File: config.mk
export PLATFORM = sky130hd
export DESIGN_NAME = fp_mul_seq
export DESIGN_NICKNAME = d
export VERILOG_FILES = /design/src/rtl/fp_mul_seq.sv
export SDC_FILE = /design/constraint.sdc
export NUM_CORES = 1
export LEC_CHECK = 0
export ABC_AREA = 1
export BUFFER_PORTS_ARGS = -buffer_cell sky130_fd_sc_hd__buf_2
export CAP_MARGIN = 10
export CORE_ASPECT_RATIO = 0.9
export CORE_MARGIN = 1.5
export CORE_UTILIZATION = 51
export CTS_BUF_LIST = sky130_fd_sc_hd__clkbuf_4 sky130_fd_sc_hd__clkbuf_8 sky130_fd_sc_hd__clkbuf_16
export DETAILED_ROUTE_END_ITERATION = 12
export GPL_TIMING_DRIVEN = 0
export PLACE_DENSITY = 0.82
export SLEW_MARGIN = 25
export SYNTH_ARGS = -nofsm -noshare
export SYNTH_HDL_FRONTEND = slang
export SYNTH_SLANG_ARGS = --single-unit
File: constraint.sdc
create_clock -name clk -period 7.5 [get_ports clk]
set_input_delay 0.75 -clock clk [delete_from_list [all_inputs] [get_ports clk]]
set_output_delay 0.75 -clock clk [all_outputs]
set_load 0.1 [all_outputs]
File: src/rtl/fp_mul_seq.sv
// Sequential IEEE-754 single-precision multiplier: 24-cycle shift-and-add mantissa product, fixed 26-cycle latency.
// Define FPMUL_ROUND_EN for round-to-nearest-even; the default build truncates.
module fp_mul_seq (
    input  logic        clk,
    input  logic        rst_n,
    input  logic        start,
    input  logic [31:0] InputA,
    input  logic [31:0] InputB,
    output logic [31:0] AxB,
    output logic        DONE,
    output logic        BUSY,
    output logic [1:0]  EXCEPTION
);

    localparam logic [1:0] S_IDLE = 2'd0;
    localparam logic [1:0] S_MULT = 2'd1;
    localparam logic [1:0] S_NORM = 2'd2;
    localparam logic [1:0] S_DONE = 2'd3;

`ifdef FPMUL_ROUND_EN
    localparam logic ROUND_EN = 1'b1;
`else
    localparam logic ROUND_EN = 1'b0;
`endif

    logic [1:0]         state;
    logic [4:0]         cnt;
    logic [23:0]        mcand;
    logic [23:0]        mplier;
    logic [47:0]        prod;
    logic [7:0]         exp_a;
    logic [7:0]         exp_b;
    logic               sign;
    logic               zero;

    logic signed [9:0]  exp_raw;
    logic signed [9:0]  exp_fin;
    logic [23:0]        rnd;
    logic [33:0]        res_nxt;

    // Returns {carry, mant[22:0]}; carry set only when rounding overflows the mantissa.
    function automatic logic [23:0] round_mant(input logic [47:0] p);
        logic [22:0] m;
        logic        g;
        logic        s;
        if (p[47]) begin
            m = p[46:24];
            g = p[23];
            s = |p[22:0];
        end else begin
            m = p[45:23];
            g = p[22];
            s = |p[21:0];
        end
        return {1'b0, m} + {23'd0, ROUND_EN & g & (s | m[0])};
    endfunction

    // Returns {exception, result}.
    function automatic logic [33:0] saturate(input logic sgn, input logic signed [9:0] e,
                                             input logic [22:0] m);
        if (e >= 10'sd255)
            return {2'b10, sgn, 8'hFF, 23'd0};
        else if (e <= 10'sd0)
            return {2'b01, sgn, 31'd0};
        else
            return {2'b00, sgn, e[7:0], m};
    endfunction

    always_comb begin
        exp_raw = $signed({2'b00, exp_a}) + $signed({2'b00, exp_b}) - 10'sd127
                  + $signed({9'd0, prod[47]});
        rnd     = round_mant(prod);
        exp_fin = exp_raw + $signed({9'd0, rnd[23]});
        res_nxt = zero ? {2'b00, sign, 31'd0} : saturate(sign, exp_fin, rnd[22:0]);
    end

    assign DONE = (state == S_DONE);
    assign BUSY = (state != S_IDLE);

    always_ff @(posedge clk or negedge rst_n) begin
        if (!rst_n) begin
            state     <= S_IDLE;
            cnt       <= 5'd0;
            mcand     <= 24'd0;
            mplier    <= 24'd0;
            prod      <= 48'd0;
            exp_a     <= 8'd0;
            exp_b     <= 8'd0;
            sign      <= 1'b0;
            zero      <= 1'b0;
            AxB       <= 32'd0;
            EXCEPTION <= 2'b00;
        end else begin
            case (state)
                S_IDLE: begin
                    if (start) begin
                        mcand     <= {1'b1, InputA[22:0]};
                        mplier    <= {1'b1, InputB[22:0]};
                        exp_a     <= InputA[30:23];
                        exp_b     <= InputB[30:23];
                        sign      <= InputA[31] ^ InputB[31];
                        zero      <= (InputA[30:23] == 8'd0) || (InputB[30:23] == 8'd0);
                        prod      <= 48'd0;
                        cnt       <= 5'd0;
                        AxB       <= 32'd0;
                        EXCEPTION <= 2'b00;
                        state     <= S_MULT;
                    end
                end
                S_MULT: begin
                    // One multiplier bit per cycle; the 25th MULT cycle only hands over to NORM.
                    if (cnt == 5'd24) begin
                        state <= S_NORM;
                    end else begin
                        if (mplier[0])
                            prod <= prod + ({24'd0, mcand} << cnt);
                        mplier <= mplier >> 1;
                        cnt    <= cnt + 5'd1;
                    end
                end
                S_NORM: begin
                    {EXCEPTION, AxB} <= res_nxt;
                    state            <= S_DONE;
                end
                default: begin
                    state <= S_IDLE;
                end
            endcase
        end
    end

endmodule

# After elaboration in Yosys (flattened, before gate mapping)
# Cells that the tools add are included.
# word_totals
regBits,155
output_inout_bits,36
word_cells,61
# op_classes
n_addsub,5
magnitude_cmp,2
eq_ne,8
n_shift,1
mux,21
bitwise_logic,1
reduce_logical,12
# ops
operator,count
48-bit two-way mux,3
48-bit case mux with 2 select lines,1
34-bit two-way mux,2
32-bit case mux with 2 select lines,1
48-bit adder,1
24-bit two-way mux,2
24-bit case mux with 2 select lines,1
24-bit by 5-bit left shift with 48-bit output,1
33-bit two-way mux,1
32-bit two-way mux,1
23-bit two-way mux,1
8-bit zero test,2
10-bit by 2-bit adder with 10-bit output,1
"10-bit by 9-bit >= comparator with 1-bit output, second input constant",1
"10-bit by 1-bit <= comparator with 1-bit output, second input constant",1
5-bit two-way mux,2
5-bit case mux with 2 select lines,1
"9-bit by 7-bit subtractor with 10-bit output, second input constant",1
8-bit by 8-bit adder with 9-bit output,1
"2-bit inequality test, second input constant",4
2-bit two-way mux,3
2-bit case mux with 3 select lines,1
2-bit AND reduction,3
2-bit nonzero test,3
10 further kinds,11

# Longest topological paths before layout
# Gate-level depths: netlist of the first run.
# logic_depth
depth_word,8
mapped_depth,26
mapped_depth_nobuf,25

# Least setup slack after synthesis of the first run
# OpenSTA, ideal clock, no wires.
# synth_path
path_kind,register to register
start,reg cnt[1]
end,reg prod[47]
setup_time_ns,0.117
arrival_ns,2.675
required_ns,7.383
slack_ns,4.707
stages_incl_launch_ff,21
n_path_buf,2
cell_sequence,dfrtp_1 -> inv_2 -> buf_2 -> buf_2 -> nand3_1 -> a31oi_1 -> nand2_1 -> o21ai_0 -> o21ai_0 -> ha_1 -> nand2_1 -> nor2_1 -> inv_1 -> nor2_1 -> nand2_1 -> nor3_1 -> nand2_1 -> nand3_1 -> nand2_1 -> nand3_1 -> nand2_1
# synth_via
elab_chain_cells,5
elab_cells_between_ends,8
classes_between,1 x add/sub; 2 x eq/ne; 1 x shift; 3 x mux; 1 x reduce/logical
# synth_lines
element,line_no,source
"start, declared",27,logic [4:0] cnt;
"start signal, assigned",118,cnt <= cnt + 5'd1;
24-bit by 5-bit left shift with 48-bit output,116,"prod <= prod + ({24'd0, mcand} << cnt);"
48-bit adder,116,
48-bit two-way mux,115,if (mplier[0])
48-bit two-way mux,112,if (cnt == 5'd24) begin
48-bit case mux with 2 select lines,94,case (state)
"end signal, assigned",116,
"end, declared",30,logic [47:0] prod;
# Parallel ways exist; a longest one is shown, timed or not. The select of a mux whose other input is x is not followed.
# A chain may end at the register's enable or synchronous reset.

# Worst setup path in the final report of the first run
# layout_path
start,reg cnt[0]
end,reg prod[35]
# The elaborated chain is that of the path after synthesis.

==> reports/results.ini, run 1 <==
[grt]
grt_pass1_vias=12461
grt_usage_pct=31.8
grt.busiest_layer=met2
use_met1_pct=44.6
grt_use_met2_pct=49.7
grt_pass1_wl_mm=64.4
antenna_found_initial=0
grt_max_degree=90
grt_overflow_total=0
grt.met3_usage_pct=5.18

[critical_path]
cp_max_fo=10
reg2reg_from=cnt[0]
critPathLaunch=cnt[0]
critPathMostFrequentCell=nand2_1
required_ns=7.82
end_kind=register
cpMaxStageDelayCell=dfrtp_1
worstSetupPathType=reg -> reg
arrival_ns=4.44
cpPeakStageDelay_ns=0.54
critPathLaunchType=register
crit_chain=inv_2 > buf_2 > nand2_1 > nand2_1 > o21ai_0 > mux2i_1 > mux2i_1 > nor2_1 > ha_1 > nand2_1 > nor2_1 > inv_1 > nor2_1 > nand4_1 > nand3_1 > nand2_1 > nand2_1 > nand2_1 > nand3_1 > nand2_1

[place]
port_buffers=102
dp_slack_ns=3.52
place.gp.congestion=1.01
dp_hpwl_mm=32.0

[clock_network]
ctsResizeCount=0
cts-htree-levels=4
clock_latency_ns=0.45
clkSinkCount=155
tritoncts=built
cts_hold_buffers=0
cts_root_buf=clkbuf_16
cts_buffers=17
path_clk_slew_ns=0.08
post-cts-setup-buffer-count=0
clockBufferDepth=2

[floorplanning]
core_area_mm2=0.0243
die_area_mm2=0.0256
die_h_um=152
initial_core_util_pct=51.9
row_count=54
ioPinCount=103
die_x_um=169

[sta]
min_period_ns=4.12
tightest_slew_ns=0.695
finClkSkew_ns=0.0186
max_freq_mhz=243
hold_violations=0
slew_viol_final=0
tns_ns=0
rsz0062_at_grt=false
slew_headroom_pct=53.7
period_share_pct=54.9
setup_viol=0
worst_slack_ns=3.38

[synth]
synth_compound_area_share_pct=12.6
synthFlopType=dfrtp_1
synthArstFlopShare_pct=100
synth_simple_gate_area_share_pct=38.5
synth_fp_nets=2149
synth-adder-area-share_pct=7.18
synthXorXnorAreaFrac_pct=0.418
mappedNetlistArea_mm2=0.0126
ys_ff_latch=155
yosys_warnings=0
synth.distinct_cells=48
synth_mux_area_share_pct=0.637
ys_seq_area_share_pct=30.8
synthCells=2011
synth_top_family_by_area=simple AND/OR/NAND/NOR gates
syn_avg_cell_area_um2=6.26
synth_edf_count=0

[routing]
wl_per_cell_um=16.3
wirelength_mm=40.0
vias=13430
drc_errors=0
ant_nets=0
drt_iter0_drc=1300
vias_per_cell=5.47
first_pass_iters=8

[worst_hold_path]
worstHoldPathType=in -> async

[cells_and_area]
diodes=0
nets=2271
finish.utilization_pct=58.3
drive_above_1_share_pct=9.23
syn_to_final_growth_pct=12.4

[pwr]
finalPower_mw=6.50
p_leak_nw=7.80
p_per_area_mw_per_mm2=460
ir_worst_vdd_v=0.000208

[status]
outcome=completed

[run]
maxCapViolCount=0

## critical path: cells and delay by family, from the launching register on
family / cells / cell delay (ns)
flip-flops: 1 / 0.54
AND/OR/NAND/NOR: 13 / 1.71
multiplexers: 2 / 0.58
buffers and inverters: 3 / 0.47
adder cells (fa/ha/maj): 1 / 0.37
AO/OA/AOI/OAI: 1 / 0.31
## synth_stat cells (9+ instances only)
library cell / n / share of area (%)
o21bai_1: 9 / 0.54
a21oi_1: 74 / 2.9
o21ai_0: 78 / 3.1
nand4_1: 24 / 1.2
clkbuf_1: 40 / 1.2
nor2_1: 193 / 5.8
nand3_1: 131 / 5.2
inv_1: 229 / 6.8
nor3_1: 18 / 0.72
ha_1: 69 / 6.9
nand2_1: 782 / 23
dfrtp_1: 155 / 31
a211oi_1: 23 / 1.4
buf_2: 18 / 0.72
a31oi_1: 27 / 1.3
o21ai_1: 39 / 1.6
## report_power, final
part           total (mW)  switching (mW)  internal [mW]
clock               0.932           0.421          0.511
combinational        4.22            2.99           1.24
sequential           1.34           0.215           1.13
total                6.50            3.62           2.88
## metrics by stage
step | hold WS (ns) | instance area (um2) | std cells
floorplan | 0.442 | 12600 | 2011
global placement | 0.458 | 13500 | 2421
detailed placement | 0.461 | 13500 | 2422
CTS | 0.251 | 14100 | 2454
global route | 0.269 | 14100 | 2454
finish | 0.225 | 14100 | 2454
## cells in the final DEF (no fill, tap or decap), drive strengths merged
| cell | synthesis | final |
|---|---|---|
| nand3 | 134 | 134 |
| o31ai | 2 | 2 |
| o21a | 5 | 5 |
| nand3b | 3 | 3 |
| fa | 2 | 2 |
| nand2 | 789 | 789 |
| mux2i | 8 | 8 |
| a21oi | 77 | 77 |
| a31oi | 28 | 28 |
| clkinvlp | 0 | 1 |
| o21bai | 9 | 9 |
| ha | 69 | 69 |
| nor3 | 19 | 19 |
| o41ai | 1 | 1 |
| nor4 | 7 | 7 |
| bufinv | 0 | 2 |
| o22ai | 8 | 8 |
| clkinv | 2 | 5 |
| a22o | 2 | 2 |
| xnor2 | 6 | 6 |
| dfrtp | 155 | 155 |
| a211oi | 23 | 23 |
| or2 | 6 | 6 |
| and2 | 6 | 6 |
| nand4 | 24 | 24 |
| nor2 | 198 | 198 |
| a21boi | 3 | 3 |
| o21ai | 117 | 117 |
| a22oi | 2 | 2 |
| clkbuf | 41 | 58 |
| buf | 28 | 131 |
| inv | 237 | 246 |
## layer usage
layer | wire (um) | part of all wire (%)
met2 | 17400 | 43
met4 | 1210 | 3.0
met5 | 0 | 0
met3 | 3170 | 7.9
met1 | 18200 | 46
## layout make-up
cell class                      instances  area, um2
Clock buffer                           17        425
Fill cell                            2396      10100
Clock inverter                         15        196
Inverter                              239        900
Sequential cell                       155       3880
Buffer                                 69        339
Multi-Input combinational cell       1548       7460
Tap cell                              308        385
Timing Repair Buffer                  103        548
## cell families after synthesis
group | count (synthesis)
and+or+nand+nor | 1186
xor gates and xnor gates | 6
AOI/OAI and AO/OA | 277
muxes | 8
buffers and inverters | 308
adders and majority gates | 71
DFF | 155
## final timing paths
path | slack, ns | cells after the start | endpoint
max | 3.38 | 20 | prod[35]
min | 0.22 | 1 | AxB[28]
max reg2reg | 3.38 | 20 | prod[35]
min reg2reg | 0.48 | 2 | AxB[18]
max in group asynchronous | 6.42 | 2 | prod[0]
min in group clk | 0.48 | 2 | AxB[18]
## flip-flops by register name, summed over array words and instances (netlist names)
register and count:
sign 1, cnt 5, zero 1, mcand 24, exp_b 8, state 2, mplier 24, AxB 32
prod 48, exp_a 8, EXCEPTION 2
Note: power is estimated with default switching activity, not from simulation.
==> inputs of run 2 (changes only) <==
- PLACE_DENSITY: 0.82 -> 0.84
- clock period: 7.5 -> 3.6 ns (I/O delays scaled with it)
==> reports/results.ini, run 2 (synthesized netlist as in run 1, its figures left out) <==
[run]
maxCapViolCount=0

[floorplanning]
row_count=54
core_area_mm2=0.0243
die_h_um=152
die_x_um=169
ioPinCount=103
initial_core_util_pct=51.9
die_area_mm2=0.0256

[pwr]
internal_power_mw=6.48
ir_worst_vdd_v=0.000491
p_leak_nw=8.06
p_per_area_mw_per_mm2=985
pwr-share-comb_pct=68.7
p_switching_mw=8.20
sw_frac_of_total_pct=55.9
seqPwrFrac_pct=19.2
finalPower_mw=14.7
clockPowerShare_pct=12.1

[clock_network]
path_clk_slew_ns=0.07
cts_buffers=17
cts_root_buf=clkbuf_16
clkSinkCount=155
cts-htree-levels=4
clock_latency_ns=0.44
tritoncts=built
clockBufferDepth=2

[critical_path]
worstSetupPathType=reg -> reg
arrival_ns=3.83
worst-r2r-cell-count=20
critPathLaunchType=register
required_ns=3.91
r2r_end=prod[36]
cp_max_fo=10
end_kind=register
reg2reg_from=cnt[0]
r2r_slack_ns=0.08

[cells_and_area]
biggestRegsByFlops=prod (48), AxB (32)
drive_above_1_share_pct=16.9
fillers=2352
diodes=0
layout_commonest_cell=nand2_1
largest_register_ffs=48
syn_to_final_growth_pct=18.5
regMostFlops=prod
nets=2299
layout_common_cells=nand2_1, inv_1, nor2_1
finish.utilization_pct=61.4

[grt]
grt_pass1_wl_mm=65.9
grt_overflow_total=0
grt_pass1_vias=12747
grt_max_degree=97
grt_usage_pct=32.5
antenna_found_initial=0

[worst_hold_path]
min-delay-start=InputA[8]
whs_path_depth=3
holdPathEnd=mcand[8]
worstHoldPathType=in -> reg

[routing]
wirelength_mm=41.7
first_pass_iters=6
vias_per_cell=5.55
wl_per_cell_um=16.8
drt_iter0_drc=1424
ant_nets=0
drc_errors=0
vias=13778

[place]
dp_hpwl_mm=32.7
port_buffers=102
place.gp.congestion=1.02

[sta]
max_freq_mhz=284
tightest_slew_ns=0.801
period_share_pct=97.7
slew_viol_final=0
rsz0062_at_grt=true
hold_violations=0
tns_ns=0
slew_headroom_pct=46.6
finClkSkew_ns=0.0152
min_period_ns=3.52
setup_viol=0
hold_ws_ns=0.117

[status]
outcome=completed

## run 2: cell count changes in the layout (fill, tap and decap cells not counted), moves of 15 or more
cell     delta
buf_4      +29
nand2_1    -15
nor2_1     -32
nor2_2     +24
o21ai_0    -33
o21ai_2    +32
## run 2: timing repair
action,in CTS,in global routing
hold buffers,1,0
resized for setup,40,170
pin swaps,1,29
endpoints found under the setup margin,26,39
buffers inserted,3,24
cloned,0,0
endpoints found under the hold margin,59,0
## run 2: area by class of cell
cell class                 count  area [um2]  area share, %
timing repair buffer         131         761           5.10
sequential                   155        3880           26.0
clock inverter                14         126          0.848
multi-input combinational   1548        8050           54.0
buffer                        69         368           2.47
inverter                     239         902           6.05
tap                          308         385           2.59
clock buffer                  18         433           2.91
## run 2: power by group through the flow
stage          Sequential [mW]  Clock [mW]  Combinational, mW
2_1_floorplan             3.17           0               5.94
3_3_place_gp              2.79           0               8.42
3_5_place_dp              2.81           0               8.64
4_1_cts                   2.79        1.79               8.88
5_1_grt                   2.88        1.86               11.0
6_report                  2.82        1.77               10.1
## run 2: through the flow
| step | setup slack [ns] | area, um2 | instances |
|---|---|---|---|
| final | 0.0815 | 14900 | 2482 |
| after global routing | -0.0884 | 14900 | 2482 |
| after CTS | 0.000218 | 14200 | 2458 |
| after detailed placement | -0.334 | 13500 | 2422 |
| after global placement | -0.368 | 13500 | 2421 |
| after floorplan | 0.807 | 12600 | 2011 |
## run 2: worst max-delay path, cell delays in order (launching register included)
cell and delay, ns:
dfrtp_2 0.48, inv_4 0.10, buf_4 0.19, nand2_1 0.06
nand2_1 0.07, o21ai_1 0.26, mux2i_2 0.13, mux2i_1 0.29
nor2_1 0.13, ha_1 0.39, nand2_1 0.14, nor2_1 0.18
inv_1 0.12, nor2_4 0.17, inv_1 0.07, nor2_2 0.13
nand3_1 0.15, nand3_1 0.12, nand2_1 0.05, nand3_1 0.10
nand2_1 0.07
## run 2: worst max-delay path by stage
stage,end,from,depth (start not counted)
final,prod[36],cnt[0],20
after global routing,prod[32],cnt[0],21
after CTS,prod[32],cnt[0],21
after detailed placement,prod[35],cnt[0],22
after global placement,prod[35],cnt[1],20
after floorplan,prod[47],cnt[1],20
## run 2: metal layers
metal / part of all wire, % / track usage, % / up-vias
li1: - / - / 6751
met1: 45 / 45.1 / 6389
met2: 45 / 51.5 / 553
met3: 7.2 / 5.39 / 85
met4: 3.3 / 10.7 / 0
met5: 0 / 0 / -
==> inputs of run 3 (changes only) <==
- CAP_MARGIN: 10 -> 25
- CORE_UTILIZATION: 51 -> 56
- PLACE_DENSITY: 0.84 -> 0.9
==> reports/results.ini, run 3 (synthesized netlist as in run 1, its figures left out) <==
[status]
outcome=completed

[critical_path]
cp_max_fo=6
arrival_ns=3.85
crit_buf_inv=3
cpMaxStageDelayCell=dfrtp_2
crit_chain=buf_4 > or2_2 > o21ai_1 > nand2_1 > o21ai_2 > mux2i_1 > mux2i_2 > buf_4 > nor2_2 > ha_4 > nand2_1 > nor2_2 > inv_1 > nor2_4 > nand3_1 > nand3_2 > nand2_1 > nand2_1 > nand2_1 > nand3_1 > nand2_1
required_ns=3.93
critPathMostFrequentCell=nand2_1
worstSetupPathType=reg -> reg
critPathLaunchType=register
end_kind=register
cp_top_family=simple AND/OR/NAND/NOR gates
cpPeakStageDelay_ns=0.46

[floorplanning]
die_h_um=145
row_count=51
die_x_um=161
ioPinCount=103
die_area_mm2=0.0234
initial_core_util_pct=57.6
core_area_mm2=0.0218

[sta]
tns_ns=0
rsz0062_at_grt=true
setup_viol=0
slew_viol_final=0
tightest_slew_ns=0.810
max_freq_mhz=284
min_period_ns=3.52
hold_violations=0
finClkSkew_ns=0.0166
period_share_pct=97.7
slew_headroom_pct=46.0

[grt]
grt_max_degree=81
antenna_found_initial=0
grt_usage_pct=35.1
grt_overflow_total=0
grt_pass1_wl_mm=64.9
grt_pass1_vias=12697

[clock_network]
path_clk_slew_ns=0.08
cts_buffers=17
clockBufferDepth=2
clkSinkCount=155
clock_latency_ns=0.44
cts-htree-levels=4
tritoncts=built
cts_root_buf=clkbuf_16

[pwr]
ir_worst_vdd_v=0.000731
p_per_area_mw_per_mm2=987
clockPowerShare_pct=12.8
p_switching_mw=8.16
finalPower_mw=14.7
internal_power_mw=6.51
p_leak_nw=8.06
pwr-share-comb_pct=68.0
sw_frac_of_total_pct=55.6
seqPwrFrac_pct=19.2

[run]
maxCapViolCount=0

[routing]
vias_per_cell=5.66
first_pass_iters=6
wl_per_cell_um=16.9
drc_errors=0
ant_nets=0
vias=13917
wirelength_mm=41.5
drt_iter0_drc=1564

[cells_and_area]
nets=2295
drive_above_1_share_pct=16.3
syn_to_final_growth_pct=18.2
layout_common_cells=nand2_1, inv_1, nor2_1
diodes=0
biggestRegsByFlops=prod (48), AxB (32)
largest_register_ffs=48
layout_commonest_cell=nand2_1
fillers=1942
fin_area_mm2=0.0149
regMostFlops=prod

[place]
place.gp.congestion=1.00
dp_hpwl_mm=32.5
post_dp_cell_area_mm2=0.0135
port_buffers=102

[worst_hold_path]
worstHoldPathType=in -> reg

[run 3: changes by cell type in the layout (fill, tap and decap cells not counted), sizes merged]
cell	delta
clkinvlp	-1
buf	-5
inv	-1
clkbuf	+2
bufinv	+1
[run 3: cell type report]
class,instances,area [um2],area share (%)
timing repair buffer,127,731,4.91
clock buffer,19,453,3.05
sequential,155,3880,26.1
inverter,239,902,6.07
tap,291,364,2.45
multi-input combinational,1548,8030,54.0
buffer,69,364,2.45
clock inverter,13,149,1.00
[run 3: metrics by stage]
| stage | instances | utilization (%) | hold slack [ns] | worst slack, ns |
|---|---|---|---|---|
| global route | 2461 | 68.1 | 0.120 | -0.0699 |
| CTS | 2441 | 65.1 | 0.111 | 0.0173 |
| floorplan | 2011 | - | 0.0644 | 0.807 |
| finish | 2461 | 68.1 | 0.111 | 0.0843 |
| detailed placement | 2405 | 61.8 | 0.376 | -0.346 |
| global placement | 2404 | 61.7 | 0.457 | -0.340 |
[run 3: power by group through the flow]
stage               registers (mW)  logic [mW]  clock network, mW
finish                        2.81        9.98               1.88
global route                  2.87        10.9               1.95
CTS                           2.79        8.80               1.88
detailed placement            2.81        8.62                  0
global placement              2.79        8.42                  0
floorplan                     3.17        5.94                  0
[run 3: tightest hold or removal path: stages]
cell and delay (ns):
buf_2 0.07, nand2_1 0.04, nand2_1 0.05
[run 3: path summary, 6_finish.rpt]
check,start,to,slack [ns],cells after the start
max reg2reg,cnt[0],prod[37],0.08,21
min reg2reg,AxB[22],AxB[22],0.48,2
max in group asynchronous,rst_n,prod[4],2.30,3
min in group asynchronous,rst_n,exp_b[6],0.47,2
min,InputA[7],mcand[7],0.11,3
max,cnt[0],prod[37],0.08,21
[run 3: timing repair]
item,in CTS,in global routing
hold buffers,1,0
endpoints found under the setup margin,29,37
hold endpoints to repair,75,0
pin swaps,2,32
setup buffers,3,20
resized for setup,33,162
[run 3: layer usage]
layer  global-route usage (%)  vias to the layer above  share of wire [%]  wire length (um)
li1                         -                     6757                  -                 -
met1                     48.2                     6418                 44             18200
met2                     55.4                      639                 44             18400
met3                     6.60                      103                8.4              3500
met4                     11.9                        0                3.5              1440
met5                        0                        -                  0                 0
